**src/rtl/upsample2x_nn_if.sv**
```systemverilog
// ----------------------------------------------------------------------------
// upsample2x_nn_if : stream handshake bundle for the 2x NN upsampler
// Rev 1.0
// ----------------------------------------------------------------------------
`default_nettype none

interface upsample2x_nn_if #(
    parameter int DATA_BIT = 12
);
    logic                valid_in;
    logic                ready_in;
    logic [DATA_BIT-1:0] data_in_1;
    logic [DATA_BIT-1:0] data_in_2;
    logic [DATA_BIT-1:0] data_in_3;
    logic                valid_out;
    logic                ready_out;
    logic [DATA_BIT-1:0] data_out_1;
    logic [DATA_BIT-1:0] data_out_2;
    logic [DATA_BIT-1:0] data_out_3;
    logic                frame_done;

    modport slave (
        input  valid_in, data_in_1, data_in_2, data_in_3, ready_out,
        output ready_in, valid_out, data_out_1, data_out_2, data_out_3, frame_done
    );

    modport master (
        output valid_in, data_in_1, data_in_2, data_in_3, ready_out,
        input  ready_in, valid_out, data_out_1, data_out_2, data_out_3, frame_done
    );
endinterface

`default_nettype wire

```
**src/rtl/upsample2x_nn.sv**
```systemverilog
// ----------------------------------------------------------------------------
// upsample2x_nn : 2x nearest-neighbour upsampler, row buffer replays each row
// Rev 1.0
// ----------------------------------------------------------------------------
`default_nettype none

module upsample2x_nn #(
    parameter int DATA_BIT      = 12,
    parameter int IN_WIDTH      = 12,
    parameter int IN_HEIGHT     = 12,
    parameter int IN_WIDTH_BIT  = 4,
    parameter int IN_HEIGHT_BIT = 4
) (
    input  wire logic           clk,
    input  wire logic           rst_n,
    upsample2x_nn_if.slave      bus
);
    localparam int PIX_BIT   = 3 * DATA_BIT;
    localparam int BUF_DEPTH = 1 << IN_WIDTH_BIT;
    // Read column needs one extra bit to express "past the last column".
    localparam int RD_BIT    = IN_WIDTH_BIT + 1;
    localparam logic [IN_WIDTH_BIT-1:0]  LAST_COL = IN_WIDTH_BIT'(IN_WIDTH - 1);
    localparam logic [RD_BIT-1:0]        END_COL  = RD_BIT'(IN_WIDTH);
    localparam logic [IN_HEIGHT_BIT-1:0] LAST_ROW = IN_HEIGHT_BIT'(IN_HEIGHT - 1);

    typedef enum logic [0:0] {
        S_FILL   = 1'b0,
        S_REPLAY = 1'b1
    } state_t;

    state_t                   state_q, state_d;
    logic [IN_WIDTH_BIT-1:0]  in_col_q, in_col_d;
    logic [RD_BIT-1:0]        rd_col_q, rd_col_d;
    logic [IN_HEIGHT_BIT-1:0] row_q, row_d;
    logic                     hcopy_q, hcopy_d;
    logic                     row_full_q, row_full_d;
    logic                     valid_out_q, valid_out_d;
    logic [PIX_BIT-1:0]       data_out_q, data_out_d;
    logic                     frame_done_q, frame_done_d;

    logic [PIX_BIT-1:0]       row_buf [BUF_DEPTH];

    logic                     w_ready_in;
    logic                     w_in_fire;
    logic                     w_out_fire;
    logic                     w_buf_we;
    logic [PIX_BIT-1:0]       w_pix_in;
    logic [PIX_BIT-1:0]       w_buf_rd;

    assign w_pix_in   = {bus.data_in_3, bus.data_in_2, bus.data_in_1};
    // rd_col stays 0 throughout FILL, so the same port yields buf[0] on entry to REPLAY.
    assign w_buf_rd   = row_buf[rd_col_q[IN_WIDTH_BIT-1:0]];
    assign w_ready_in = (state_q == S_FILL) && !row_full_q &&
                        (!valid_out_q || (bus.ready_out && hcopy_q));
    assign w_in_fire  = bus.valid_in && w_ready_in;
    assign w_out_fire = valid_out_q && bus.ready_out;

    always_comb begin
        state_d      = state_q;
        in_col_d     = in_col_q;
        rd_col_d     = rd_col_q;
        row_d        = row_q;
        hcopy_d      = hcopy_q;
        row_full_d   = row_full_q;
        valid_out_d  = valid_out_q;
        data_out_d   = data_out_q;
        frame_done_d = 1'b0;
        w_buf_we     = 1'b0;

        case (state_q)
            S_FILL: begin
                if (w_in_fire) begin
                    data_out_d  = w_pix_in;
                    w_buf_we    = 1'b1;
                    valid_out_d = 1'b1;
                    hcopy_d     = 1'b0;
                    if (in_col_q == LAST_COL) begin
                        in_col_d   = '0;
                        row_full_d = 1'b1;
                    end else begin
                        in_col_d = in_col_q + 1'b1;
                    end
                end else if (w_out_fire) begin
                    if (!hcopy_q) begin
                        hcopy_d = 1'b1;
                    end else if (row_full_q) begin
                        state_d    = S_REPLAY;
                        data_out_d = w_buf_rd;
                        rd_col_d   = RD_BIT'(1);
                        hcopy_d    = 1'b0;
                    end else begin
                        valid_out_d = 1'b0;
                    end
                end
            end
            S_REPLAY: begin
                if (w_out_fire) begin
                    if (!hcopy_q) begin
                        hcopy_d = 1'b1;
                    end else if (rd_col_q != END_COL) begin
                        data_out_d = w_buf_rd;
                        rd_col_d   = rd_col_q + 1'b1;
                        hcopy_d    = 1'b0;
                    end else begin
                        valid_out_d = 1'b0;
                        state_d     = S_FILL;
                        row_full_d  = 1'b0;
                        rd_col_d    = '0;
                        if (row_q == LAST_ROW) begin
                            row_d        = '0;
                            frame_done_d = 1'b1;
                        end else begin
                            row_d = row_q + 1'b1;
                        end
                    end
                end
            end
            default: state_d = S_FILL;
        endcase
    end

    always_ff @(posedge clk) begin
        if (!rst_n) begin
            state_q      <= S_FILL;
            in_col_q     <= '0;
            rd_col_q     <= '0;
            row_q        <= '0;
            hcopy_q      <= 1'b0;
            row_full_q   <= 1'b0;
            valid_out_q  <= 1'b0;
            data_out_q   <= '0;
            frame_done_q <= 1'b0;
        end else begin
            state_q      <= state_d;
            in_col_q     <= in_col_d;
            rd_col_q     <= rd_col_d;
            row_q        <= row_d;
            hcopy_q      <= hcopy_d;
            row_full_q   <= row_full_d;
            valid_out_q  <= valid_out_d;
            data_out_q   <= data_out_d;
            frame_done_q <= frame_done_d;
        end
    end

    // Row storage is intentionally left uninitialised across reset.
    always_ff @(posedge clk) begin
        if (rst_n && w_buf_we) begin
            row_buf[in_col_q] <= w_pix_in;
        end
    end

    assign bus.ready_in   = w_ready_in;
    assign bus.valid_out  = valid_out_q;
    assign bus.data_out_1 = data_out_q[DATA_BIT-1:0];
    assign bus.data_out_2 = data_out_q[2*DATA_BIT-1:DATA_BIT];
    assign bus.data_out_3 = data_out_q[3*DATA_BIT-1:2*DATA_BIT];
    assign bus.frame_done = frame_done_q;

endmodule

`default_nettype wire

```
**src/flat_wrapper.sv**
```systemverilog
// flat-port wrapper written by rule: the top's interface ports become plain ports
module upsample2x_nn_flat 
#(
    parameter int DATA_BIT      = 12,
    parameter int IN_WIDTH      = 12,
    parameter int IN_HEIGHT     = 12,
    parameter int IN_WIDTH_BIT  = 4,
    parameter int IN_HEIGHT_BIT = 4
)
  (clk, rst_n, bus_valid_in, bus_data_in_1, bus_data_in_2, bus_data_in_3, bus_ready_out, bus_ready_in, bus_valid_out, bus_data_out_1, bus_data_out_2, bus_data_out_3, bus_frame_done);
  upsample2x_nn_if #(.DATA_BIT(DATA_BIT)) bus_i ();
  input  wire logic clk;
  input  wire logic rst_n;
  input wire logic [$bits(bus_i.valid_in)-1:0] bus_valid_in;
  input wire logic [$bits(bus_i.data_in_1)-1:0] bus_data_in_1;
  input wire logic [$bits(bus_i.data_in_2)-1:0] bus_data_in_2;
  input wire logic [$bits(bus_i.data_in_3)-1:0] bus_data_in_3;
  input wire logic [$bits(bus_i.ready_out)-1:0] bus_ready_out;
  output wire logic [$bits(bus_i.ready_in)-1:0] bus_ready_in;
  output wire logic [$bits(bus_i.valid_out)-1:0] bus_valid_out;
  output wire logic [$bits(bus_i.data_out_1)-1:0] bus_data_out_1;
  output wire logic [$bits(bus_i.data_out_2)-1:0] bus_data_out_2;
  output wire logic [$bits(bus_i.data_out_3)-1:0] bus_data_out_3;
  output wire logic [$bits(bus_i.frame_done)-1:0] bus_frame_done;
  assign bus_i.valid_in = bus_valid_in;
  assign bus_i.data_in_1 = bus_data_in_1;
  assign bus_i.data_in_2 = bus_data_in_2;
  assign bus_i.data_in_3 = bus_data_in_3;
  assign bus_i.ready_out = bus_ready_out;
  assign bus_ready_in = bus_i.ready_in;
  assign bus_valid_out = bus_i.valid_out;
  assign bus_data_out_1 = bus_i.data_out_1;
  assign bus_data_out_2 = bus_i.data_out_2;
  assign bus_data_out_3 = bus_i.data_out_3;
  assign bus_frame_done = bus_i.frame_done;
  upsample2x_nn #(.DATA_BIT(DATA_BIT), .IN_WIDTH(IN_WIDTH), .IN_HEIGHT(IN_HEIGHT), .IN_WIDTH_BIT(IN_WIDTH_BIT), .IN_HEIGHT_BIT(IN_HEIGHT_BIT)) u_core (.clk(clk), .rst_n(rst_n), .bus(bus_i));
endmodule
```
**config.mk**
```make
export PLATFORM = sky130hd
export DESIGN_NAME = upsample2x_nn_flat
export DESIGN_NICKNAME = d
export VERILOG_FILES = /design/src/rtl/upsample2x_nn_if.sv /design/src/rtl/upsample2x_nn.sv /design/src/flat_wrapper.sv
export SDC_FILE = /design/constraint.sdc
export NUM_CORES = 1
export LEC_CHECK = 0
export ABC_CLOCK_PERIOD_IN_PS = 3900
export BUFFER_PORTS_ARGS = -buffer_cell sky130_fd_sc_hd__buf_2
export CAP_MARGIN = 20
export CORE_UTILIZATION = 56
export CTS_CLUSTER_SIZE = 10
export DETAILED_ROUTE_END_ITERATION = 10
export PLACE_DENSITY = 0.76
export SLEW_MARGIN = 20
export SYNTH_ARGS = -nofsm -noshare
export SYNTH_HDL_FRONTEND = slang
export SYNTH_SLANG_ARGS = --single-unit
```
**constraint.sdc**
```tcl
create_clock -name clk -period 3.9 [get_ports clk]
set_input_delay 0.39 -clock clk [delete_from_list [all_inputs] [get_ports clk]]
set_output_delay 0.39 -clock clk [all_outputs]
set_load 0.01 [all_outputs]
```
Yosys cells after proc, flatten, opt, wreduce, memory -nomap -nowiden
Memories as Yosys holds them, arrays and structs flattened. A register that Yosys moved wholly into a read port is not among the register bits.
Cells that the tools add are included.
{"block": "word_totals", "reg_bits": 54, "ram_bits": 576, "in_bits": 40, "out_inout_bits": 39, "wordCells": 104, "n_memories": 1}
{"block": "classes", "add_sub_neg": 3, "eq_ne": 17, "n_mux": 52, "n_bitwise": 5, "reduce_logical": 17}
{"name": "u_core.row_buf", "depth": 16, "width": 36, "rd": 1, "rd_clocked_by_memory_dff": 1, "wr": 1, "line_no": "upsample2x_nn.sv:41", "source": "logic [PIX_BIT-1:0] row_buf [BUF_DEPTH];"}
{"operator": "$mux W36", "n": 7}
{"operator": "$pmux W36 S2", "n": 1}
{"operator": "$mux W5", "n": 7}
{"operator": "$mux W1", "n": 28}
{"operator": "$reduce_and A6 Y1", "n": 3}
{"operator": "$mux W4", "n": 4}
{"operator": "$ne A2 B2 Y1 const B", "n": 6}
{"operator": "$pmux W5 S2", "n": 1}
{"operator": "$ne A3 B1 Y1 const B", "n": 3}
{"operator": "$add A4 B1 Y4 const B", "n": 2}
{"operator": "$eq A4 B4 Y1 const B", "n": 2}
{"operator": "$ne A2 B1 Y1 const B", "n": 4}
{"operator": "$pmux W1 S2", "n": 4}
{"operator": "$logic_and A1 B1 Y1", "n": 6}
{"operator": "$add A5 B1 Y5 const B", "n": 1}
{"operator": "$ne A5 B4 Y1 const B", "n": 1}
{"operator": "$not A1 Y1", "n": 5}
{"operator": "$reduce_and A5 Y1", "n": 1}
{"operator": "$reduce_or A5 Y1", "n": 1}
{"operator": "$reduce_and A2 Y1", "n": 2}
{"operator": "$reduce_and A4 Y1", "n": 1}
{"operator": "$ne A3 B3 Y1 const B", "n": 1}
{"operator": "$logic_not A1 Y1", "n": 2}
{"operator": "$logic_or A1 B1 Y1", "n": 1}

Longest topological paths before layout
Gate-level depths: netlist of the first run.
{"block": "depth", "depth_word": 9, "depth_mapped": 8, "ltp_nobuf": 6}

Worst setup path before layout of the first run
OpenSTA, ideal clock, no wires.
{"block": "synth_timing", "kind": "register -> register", "startpoint": "reg u_core.valid_out_q (netlist: u_core.bus.valid_out)", "endpoint": "mem u_core.row_buf[3][0] (netlist name) (enable)", "setup_ns": 0.474, "t_arrival_ns": 3.652, "required_time_ns": 3.426, "setup_slack_ns": -0.226, "path_stages_with_launch": 6, "synth_period_minus_slack_ns": 4.126, "cell_sequence": "dfxtp_1 a21boi_2 and3b_1 clkbuf_1 nand3_1 nor3_1"}
{"block": "synth_via", "elab_chain_len": 9}
{"element": "start, declared", "line_no": "upsample2x_nn.sv:37", "source": "logic valid_out_q, valid_out_d;"}
{"element": "start signal, assigned", "line_no": "upsample2x_nn.sv:140", "source": "valid_out_q <= valid_out_d;"}
{"element": "$logic_not A1 Y1", "line_no": "upsample2x_nn.sv:54", "source": "(!valid_out_q || (bus.ready_out && hcopy_q));"}
{"element": "$logic_or A1 B1 Y1", "line_no": "upsample2x_nn.sv:54"}
{"element": "$logic_and A1 B1 Y1", "line_no": "upsample2x_nn.sv:53", "source": "assign w_ready_in = (state_q == S_FILL) && !row_full_q &&"}
{"element": "$logic_and A1 B1 Y1", "line_no": "upsample2x_nn.sv:55", "source": "assign w_in_fire = bus.valid_in && w_ready_in;"}
{"element": "$mux W1", "line_no": "upsample2x_nn.sv:72", "source": "if (w_in_fire) begin"}
{"element": "$mux W1", "line_no": "upsample2x_nn.sv:70", "source": "case (state_q)"}
{"element": "$logic_and A1 B1 Y1", "line_no": "upsample2x_nn.sv:148", "source": "if (rst_n && w_buf_we) begin"}
{"element": "$mux W1", "line_no": "upsample2x_nn.sv:148"}
{"element": "$mux W1 (not written as such)", "line_no": "upsample2x_nn.sv:149", "source": "row_buf[in_col_q] <= w_pix_in;"}
{"element": "end, declared", "line_no": "upsample2x_nn.sv:41"}
No other way between the ends.

Worst setup path in the final report of the first run
{"block": "layout_timing", "startpoint": "reg u_core.state_q", "endpoint": "mem u_core.row_buf[8][32] (netlist name) (enable)"}
{"block": "layout_via", "elab_chain_len": 9}
{"element": "start, declared", "line_no": "upsample2x_nn.sv:31", "source": "state_t state_q, state_d;"}
{"element": "start signal, assigned", "line_no": "upsample2x_nn.sv:134", "source": "state_q <= state_d;"}
{"element": "$not A1 Y1 (no line)"}
{"element": "$logic_and A1 B1 Y1 (2 in series)", "line_no": "upsample2x_nn.sv:53"}
{"element": "$logic_and A1 B1 Y1", "line_no": "upsample2x_nn.sv:55"}
{"element": "$mux W1", "line_no": "upsample2x_nn.sv:72"}
{"element": "$mux W1 (*)", "line_no": "upsample2x_nn.sv:70"}
{"element": "$logic_and A1 B1 Y1 (*)", "line_no": "upsample2x_nn.sv:148"}
{"element": "$mux W1 (*)", "line_no": "upsample2x_nn.sv:148"}
{"element": "$mux W1 (not written as such) (*)", "line_no": "upsample2x_nn.sv:149"}
Mark *: on every way between the ends. The rest lies on a longest branch, timed or not.

==> impl_metrics.toml, run 1 <==
[place]
place.gp.congestion = 0.8066
dp.cells = 1837
dp_hpwl_um = 27680
numPortBuffers = 78

[cts]
ctsResizeCount = 0
cts_tree = "built"
hold_buffers = 0
cts_max_path_buffers = 3
path_clk_slew_ns = 0.06
clk_latency_ns = 0.58
root_buffer = "clkbuf_16"
postCtsSetupBuffers = 0
numCtsBuffers = 73
htree_levels = 3
cts.sinks = 634

[sta]
final.period_utilization = 0.7287
period_needed_ns = 2.842
rsz0062_at_grt = "false"
setup_violations = 0
finalHoldViolCount = 0
setup_tns_ns = 0
worstMarginPinSlew_ns = 1.099
fmax_mhz = 351.9
skew_ns = 0.02018
drv_slew = 0
slew_headroom = 0.2654

[logic_synthesis]
postSynthAreaPerCell_um2 = 19.83
ys_seq_elements = 634
yosysSeqAreaShare = 0.7594
yosysTopAreaCellShare = 0.7116
synth_cell_types = 46
synthCells = 1226
synth_most_common_cell = "edfxtp_1"
synth_edf_count = 576
synth_nets = 1273
synthesis.area_um2 = 24310
yosysWarnings = 0
netlist_top_cells_area = "edfxtp_1, mux4_2, dfxtp_1, mux2i_1, mux2_2"
synth_top_flop_cell = "edfxtp_1"
ys_async_sr_fraction = 0
synth_common_cells = "edfxtp_1, mux4_2, mux2i_1"
synth.largest_area_cell = "edfxtp_1"

[floorplan]
row_count = 75
die_y_um = 210.3
die_area_um2 = 44240
io_pins = 79
initial_core_util = 0.5730
die_x_um = 210.3
coreArea_um2 = 42420

[global_route]
grt_antenna_before_repair = 1
grt_usage = 0.2415
grt_start_max_net_pins = 73
grt_pass1_vias = 12740
grt_pass1_wl_um = 78030
grt-ovfl-total = 0

[setup_path]
cp.required_ns = 4.16
critPathMaxFanout = 20
r2r_cells = 5
startpoint_type = "register"
path_cells = "nor2_1, and3b_1, nand3_1, nor2_4, buf_4"
critPathKind = "register to register"
slowest_stage = "nor2_4"
end_kind = "register"
cp_slowest_stage_delay_ns = 0.66
cp.arrival_ns = 3.10

[drt]
drc = 0
drt_iter0_drc = 1118
first_pass_iters = 5
wl_um = 51680
vias = 12440
antenna_left = 0
via_per_inst = 6.314
wl_per_cell_um = 26.23

[worst_hold_path]
min_path_cells = 1
hp-class = "primary input to register"

[flow_run]
drv_cap = 0

[layout]
nets = 1382
syn2layout_area_growth_pct = 13.76
drive_gt1_frac = 0.2557
layout.cells.non_filler = 1970

[pwr]
power_density_nw_per_um2 = 507.0
p_leak_nw = 8.496
ir_drop_v = 0.0005305

[outcome]
status = "completed"
[area by class of cell]
cell class	count	area, um2
clock inverter	3	28.78
sequential	634	18470
antenna	1	2.502
inverter	8	30.03
clock buffer	129	2101
fill	2781	14760
multi-input combinational	508	5555
timing repair buffer	110	743.2
tap	577	721.9
[flip-flops by register name, indices dropped and copies added, names as in the netlist, named ones only]
signal and flops:
u_core.hcopy_q 1, u_core.row_full_q 1, u_core.row_buf 576, u_core.bus.frame_done 1, u_core.data_out_q 36, u_core.rd_col_q 5
u_core.in_col_q 4, u_core.row_q 4, u_core.state_q 1, u_core.bus.valid_out 1
[power by group]
part / switching, mW / total, mW / internal, mW
clock network: 2.51 / 6.13 / 3.63
registers: 0.0370 / 7.51 / 7.48
logic: 0.266 / 0.371 / 0.105
[cells in the final DEF (no fill, tap or decap), drive strengths merged, types with 11 or more instances in the layout]
cell	synthesis	final
edfxtp	576	576
clkbuf	35	129
buf	41	110
mux4	108	108
mux2i	73	73
dfxtp	58	58
nand2	49	49
o21ai	44	44
a31oi	37	37
o221ai	36	36
mux2	35	35
a221oi	35	35
nor2	22	22
a21oi	13	13
nand3	11	11
[path summary, 6_finish.rpt]
| check | slack [ns] | endpoint | start |
|---|---|---|---|
| worst max register to register | 1.06 | u_core.row_buf[8][32] | u_core.state_q |
| worst min-delay path | 0.20 | u_core.row_buf[8][12] | bus_data_in_2[0] |
| worst max-delay path | 1.06 | u_core.row_buf[8][32] | u_core.state_q |
| worst min register to register | 0.47 | u_core.row_q[1] | u_core.row_q[1] |
[cells by family (layout without fill, tap and decap cells)]
kind of cell	Yosys count	after routing	share of synthesized area
AND/OR/NAND/NOR	106	106	0.01992
other	0	1	0
adder cells (fa/ha/maj)	7	7	0.003603
XOR/XNOR	3	3	0.001081
buffers and inverters	84	250	0.01894
flip-flops	634	634	0.7594
AO/OA/AOI/OAI	176	176	0.05071
multiplexers	216	216	0.1464
[per-stage QoR]
step / total power [mW] / hold slack (ns) / worst slack, ns / area (um2) / utilization
3_5_place_dp: 8.022 / 0.4652 / 1.092 / 25520 / 0.6017
3_3_place_gp: 8.006 / 0.4638 / 1.183 / 25520 / 0.6017
6_report: 14.02 / 0.2023 / 1.058 / 27650 / 0.6519
4_1_cts: 14.09 / 0.1779 / 1.074 / 27650 / 0.6519
2_1_floorplan: 7.803 / 0.4488 / 0.7343 / 24330 / -
5_1_grt: 14.38 / 0.1967 / 0.9289 / 27650 / 0.6519
[critical path, delay by kind of cell, from the launching register on]
kind                   cells  cell delay, ns
and+or+nand+nor            4            1.69
DFF                        1            0.42
buffers and inverters      1            0.38
[metal layers]
layer  share of wire  vias to the layer above  wire length [um]  global-route usage
met3           0.078                       83              4006             0.04678
li1                -                     5326                 -                   -
met1            0.40                     6436             20710              0.3316
met2            0.50                      594             25760              0.3928
met4           0.023                        0              1203             0.08180
met5               0                        -                 0                   0
(Power assumes the default switching activity.)
==> inputs of run 2 (changes only) <==
--- a/config.mk
+++ b/config.mk
@@ -5,7 +5,7 @@
 export SDC_FILE = /design/constraint.sdc
 export NUM_CORES = 1
 export LEC_CHECK = 0
-export ABC_CLOCK_PERIOD_IN_PS = 3900
+export ABC_CLOCK_PERIOD_IN_PS = 2500
 export BUFFER_PORTS_ARGS = -buffer_cell sky130_fd_sc_hd__buf_2
 export CAP_MARGIN = 20
 export CORE_UTILIZATION = 56
==> constraint.sdc (replaced) <==
create_clock -name clk -period 2.5 [get_ports clk]
set_input_delay 0.25 -clock clk [delete_from_list [all_inputs] [get_ports clk]]
set_output_delay 0.25 -clock clk [all_outputs]
set_load 0.01 [all_outputs]
==> run 2 against run 1 <==
Combinational power grew 61%. Total power grew 55%. Clock power grew 53%. Critical path depth is the same. Highest routed layer unchanged.
==> impl_metrics.toml, run 2 (same netlist as run 1, synthesis figures left out) <==
[drt]
wl_um = 53270
first_pass_iters = 5
via_per_inst = 6.361
drc = 0
drt_iter0_drc = 1243
vias = 12670
wl_per_cell_um = 26.76
antenna_left = 0

[global_route]
grt_start_max_net_pins = 73
grt_pass1_wl_um = 79880
grt-ovfl-total = 0
grt_usage = 0.2474
grt_antenna_before_repair = 1
grt_pass1_vias = 13190

[setup_path]
critPathMaxFanout = 34
cp_slowest_stage_delay_ns = 0.42
critPathKind = "register to register"
cp.required_ns = 2.75
end_kind = "register"
slowest_stage = "and3b_1"
endpoint = "u_core.row_buf[14][31]"
rr_endpoint = "u_core.row_buf[14][31]"
path_cells = "a21boi_2, and3b_1, nand3_1, nor2_4, buf_12"
cp.arrival_ns = 2.60
rrSetupSlack_ns = 0.15
startpoint_type = "register"
regToRegStartpoint = "u_core.bus.valid_out"
r2r_cells = 5
startpoint = "u_core.bus.valid_out"

[layout]
drive_gt1_frac = 0.2720
multi_input_comb_area_um2 = 5560
nFillCells = 2752
top_register = "u_core.row_buf"
mostFrequentLayoutCells = "edfxtp_1, mux4_2, buf_2"
top_regs = "u_core.row_buf x576, u_core.data_out_q x36, u_core.rd_col_q x5"
nets = 1406
seqCellArea_um2 = 18470
largest_register_ffs = 576
layout_commonest_cell = "edfxtp_1"
syn2layout_area_growth_pct = 15.17

[place]
dp_hpwl_um = 28510
place_ws_ns = 0.2263
place.gp.congestion = 0.7771
numPortBuffers = 78

[pwr]
power_density_nw_per_um2 = 775.9
ir_drop_v = 0.0006564
p_total_mw = 21.72
p_leak_nw = 8.649

[sta]
worstMarginPinSlew_ns = 0.6433
skew_ns = 0.02368
fin_ws_ns = 0.1507
finalHoldViolCount = 0
timing.hold.ws_ns = 0.03893
fmax_mhz = 425.7
period_needed_ns = 2.349
slew_headroom = 0.5705
drv_slew = 0
final.period_utilization = 0.9397
rsz0062_at_grt = "false"
setup_violations = 0

[floorplan]
io_pins = 79
initial_core_util = 0.5730
die_area_um2 = 44240
row_count = 75
coreArea_um2 = 42420
die_y_um = 210.3
die_x_um = 210.3

[cts]
root_buffer = "clkbuf_16"
cts.sinks = 634
cts_tree = "built"
path_clk_slew_ns = 0.05
cts_max_path_buffers = 3
postCtsSetupBuffers = 0
numCtsBuffers = 73
ctsResizeCount = 0
htree_levels = 3
clk_latency_ns = 0.60
hold_buffers = 0

[flow_run]
drv_cap = 0

[worst_hold_path]
hp-class = "primary input to register"

[outcome]
status = "completed"
## run 2: cell types whose count changed in the layout (fill, tap and decap cells not counted), sizes merged
cell	before	now
buf	110	134
clkbuf	129	120
inv	9	13
clkinv	2	3
diode	1	2
## run 2: worst min-delay path by stage
stage | startpoint | endpoint | slack [ns] | depth (start not counted)
finish | bus_data_in_1[9] | u_core.row_buf[14][9] | 0.04 | 1
global route | bus_data_in_2[0] | u_core.row_buf[6][12] | 0.05 | 1
CTS | bus_data_in_2[0] | u_core.row_buf[6][12] | 0.02 | 1
detailed placement | u_core.row_q[1] | u_core.row_q[1] | 0.47 | 2
global placement | u_core.row_q[1] | u_core.row_q[1] | 0.46 | 2
floorplan | bus_data_in_1[0] | u_core.row_buf[0][0] | 0.35 | 0
## run 2: worst max-delay path: cells and delay by family (launching register included)
family | cells | cell delay [ns]
buffers and inverters | 1 | 0.29
and+or+nand+nor | 3 | 1.08
AOI/OAI and AO/OA | 1 | 0.22
DFF | 1 | 0.37
## run 2: power breakdown
| group | switching, mW | leakage [nW] | internal, mW |
|---|---|---|---|
| Sequential | 0.0577 | 5.66 | 11.7 |
| Combinational | 0.415 | 1.99 | 0.182 |
| Clock | 3.93 | 0.995 | 5.47 |
## run 2: stage by stage
step,TNS (ns),std cells,instance area (um2),util
after floorplan,-22.44,1226,24400,-
after global placement,0,1861,25900,0.6107
after detailed placement,0,1861,25900,0.6107
after CTS,0,1989,27990,0.6598
after global routing,0,1990,27990,0.6599
final,0,1991,27990,0.6599
## run 2: area by class of cell
type / count / share of cell area
Timing Repair Buffer: 134 / 0.04014
Clock inverter: 8 / 0.002905
Inverter: 8 / 0.001073
Tap cell: 577 / 0.02579
Multi-Input combinational cell: 508 / 0.1986
Sequential cell: 634 / 0.6597
Antenna cell: 2 / 0.0001788
Clock buffer: 120 / 0.07156
## run 2: per-layer routing
metal  track usage  share of wire  vias up
li1              -              -     5377
met1        0.3334           0.39     6558
met2        0.4132           0.51      628
met3       0.03784          0.074      102
met4       0.09162          0.027        0
met5             0              0        -
==> inputs of run 3 (changes only) <==
--- a/config.mk
+++ b/config.mk
@@ -11,6 +11,7 @@
 export CORE_UTILIZATION = 56
 export CTS_CLUSTER_SIZE = 10
 export DETAILED_ROUTE_END_ITERATION = 10
+export MAX_ROUTING_LAYER = met4
 export PLACE_DENSITY = 0.76
 export SLEW_MARGIN = 20
 export SYNTH_ARGS = -nofsm -noshare
==> run 3 against run 2 <==
Cell count about the same. Clock power about the same. Design area about the same. Critical endpoint unchanged. Highest routed layer unchanged.
==> impl_metrics.toml, run 3 (same netlist as run 1, synthesis figures left out) <==
[global_route]
grt_usage = 0.2551
grt_pass1_wl_um = 79900
grt_antenna_before_repair = 1
met3_usage = 0.03591
grt-ovfl-total = 0
grt_start_max_net_pins = 73
met1_usage = 0.3354
top_usage_layer = "met2"
grt_pass1_vias = 13180
grt_use_met2 = 0.4122

[place]
place.gp.congestion = 0.7877
dp_hpwl_um = 28510
numPortBuffers = 78
dp.cells = 1861
detailed_place.area_um2 = 25900

[layout]
final_area_um2 = 27990
syn2layout_area_growth_pct = 15.15
layout.cells.non_filler = 1990
mostFrequentLayoutCells = "edfxtp_1, mux4_2, buf_2"
layout_commonest_cell = "edfxtp_1"
top_regs = "u_core.row_buf x576, u_core.data_out_q x36, u_core.rd_col_q x5"
drive_gt1_frac = 0.2720
top_register = "u_core.row_buf"
largest_register_ffs = 576
nFillCells = 2753
nets = 1406

[setup_path]
startpoint_type = "register"
rr_endpoint = "u_core.row_buf[14][31]"
rrSetupSlack_ns = 0.15
critPathMaxFanout = 34
cp.arrival_ns = 2.60
regToRegStartpoint = "u_core.bus.valid_out"
r2r_cells = 5
cp.required_ns = 2.75
end_kind = "register"
critPathKind = "register to register"

[drt]
wl_um = 53240
drc = 0
antenna_left = 0
first_pass_iters = 5
via_per_inst = 6.363
vias = 12660
drt_iter0_drc = 1205
wl_per_cell_um = 26.75

[floorplan]
die_x_um = 210.3
die_area_um2 = 44240
initial_core_util = 0.5730
io_pins = 79
die_y_um = 210.3
row_count = 75
coreArea_um2 = 42420

[sta]
slew_headroom = 0.5591
fmax_mhz = 425.6
skew_ns = 0.02219
rsz0062_at_grt = "false"
setup_violations = 0
period_needed_ns = 2.349
finalHoldViolCount = 0
final.period_utilization = 0.9398
worstMarginPinSlew_ns = 0.6604
drv_slew = 0

[cts]
cts_max_path_buffers = 3
cts.sinks = 634
cts_tree = "built"
ctsResizeCount = 0
postCtsSetupBuffers = 0
root_buffer = "clkbuf_16"
path_clk_slew_ns = 0.05
htree_levels = 3
numCtsBuffers = 73
clk_latency_ns = 0.60
hold_buffers = 0

[worst_hold_path]
min_path_cells = 1
hold_end = "u_core.row_buf[3][9]"
holdCritStartpoint = "bus_data_in_1[9]"
hp-class = "primary input to register"

[flow_run]
drv_cap = 0

[pwr]
ir_drop_v = 0.0006601
power_density_nw_per_um2 = 776.0
p_leak_nw = 8.649

[outcome]
status = "completed"
==> run 3: cell type report <==
| class | count | area [um2] | share of cell area |
|---|---|---|---|
| diodes | 1 | 2.502 | 0.00008941 |
| clock buffers | 120 | 2003 | 0.07157 |
| clock inverters | 8 | 81.33 | 0.002906 |
| inverters | 8 | 30.03 | 0.001073 |
| multi-input cells | 508 | 5560 | 0.1987 |
| flip-flops and latches | 634 | 18470 | 0.6598 |
| well taps | 577 | 721.9 | 0.02579 |
| repair buffers | 134 | 1124 | 0.04014 |
==> run 3: routing by layer <==
metal	wire [um]	vias up
met5	0	-
met1	21090	6563
li1	-	5371
met3	3801	100
met4	1506	0
met2	26840	628
==> run 3: worst max-delay path: stages (launching register included) <==
cell and delay (ns):
dfxtp_1 0.38, a21boi_2 0.23, and3b_1 0.41, nand3_1 0.39
nor2_4 0.27, buf_12 0.29
==> run 3: worst max path at each step <==
stage                          from                     end  slack [ns]  depth (start not counted)
4_1_cts        u_core.bus.valid_out  u_core.row_buf[14][32]        0.16                          5
6_report       u_core.bus.valid_out  u_core.row_buf[14][31]        0.15                          5
3_5_place_dp   u_core.bus.valid_out   u_core.row_buf[9][32]        0.23                          5
2_1_floorplan  u_core.bus.valid_out   u_core.row_buf[12][0]       -0.08                          5
3_3_place_gp   u_core.bus.valid_out   u_core.row_buf[9][31]        0.27                          5
5_1_grt           u_core.row_full_q   u_core.row_buf[14][5]        0.06                          5
==> run 3: power by group <==
part	switching [mW]	leakage, nW	total, mW	internal (mW)
Combinational	0.413	1.99	0.595	0.182
Clock	3.93	0.995	9.40	5.47
Sequential	0.0588	5.66	11.7	11.7
==> run 3: stage by stage <==
step	worst slack, ns	hold slack (ns)	setup TNS (ns)	total power, mW	utilization
after floorplan	-0.07623	0.3489	-22.44	12.18	-
after global placement	0.2707	0.4645	0	12.50	0.6107
after detailed placement	0.2263	0.4703	0	12.53	0.6107
after CTS	0.1587	0.01709	0	21.86	0.6598
after global routing	0.05724	0.04574	0	22.29	0.6599
final	0.1505	0.04125	0	21.72	0.6599
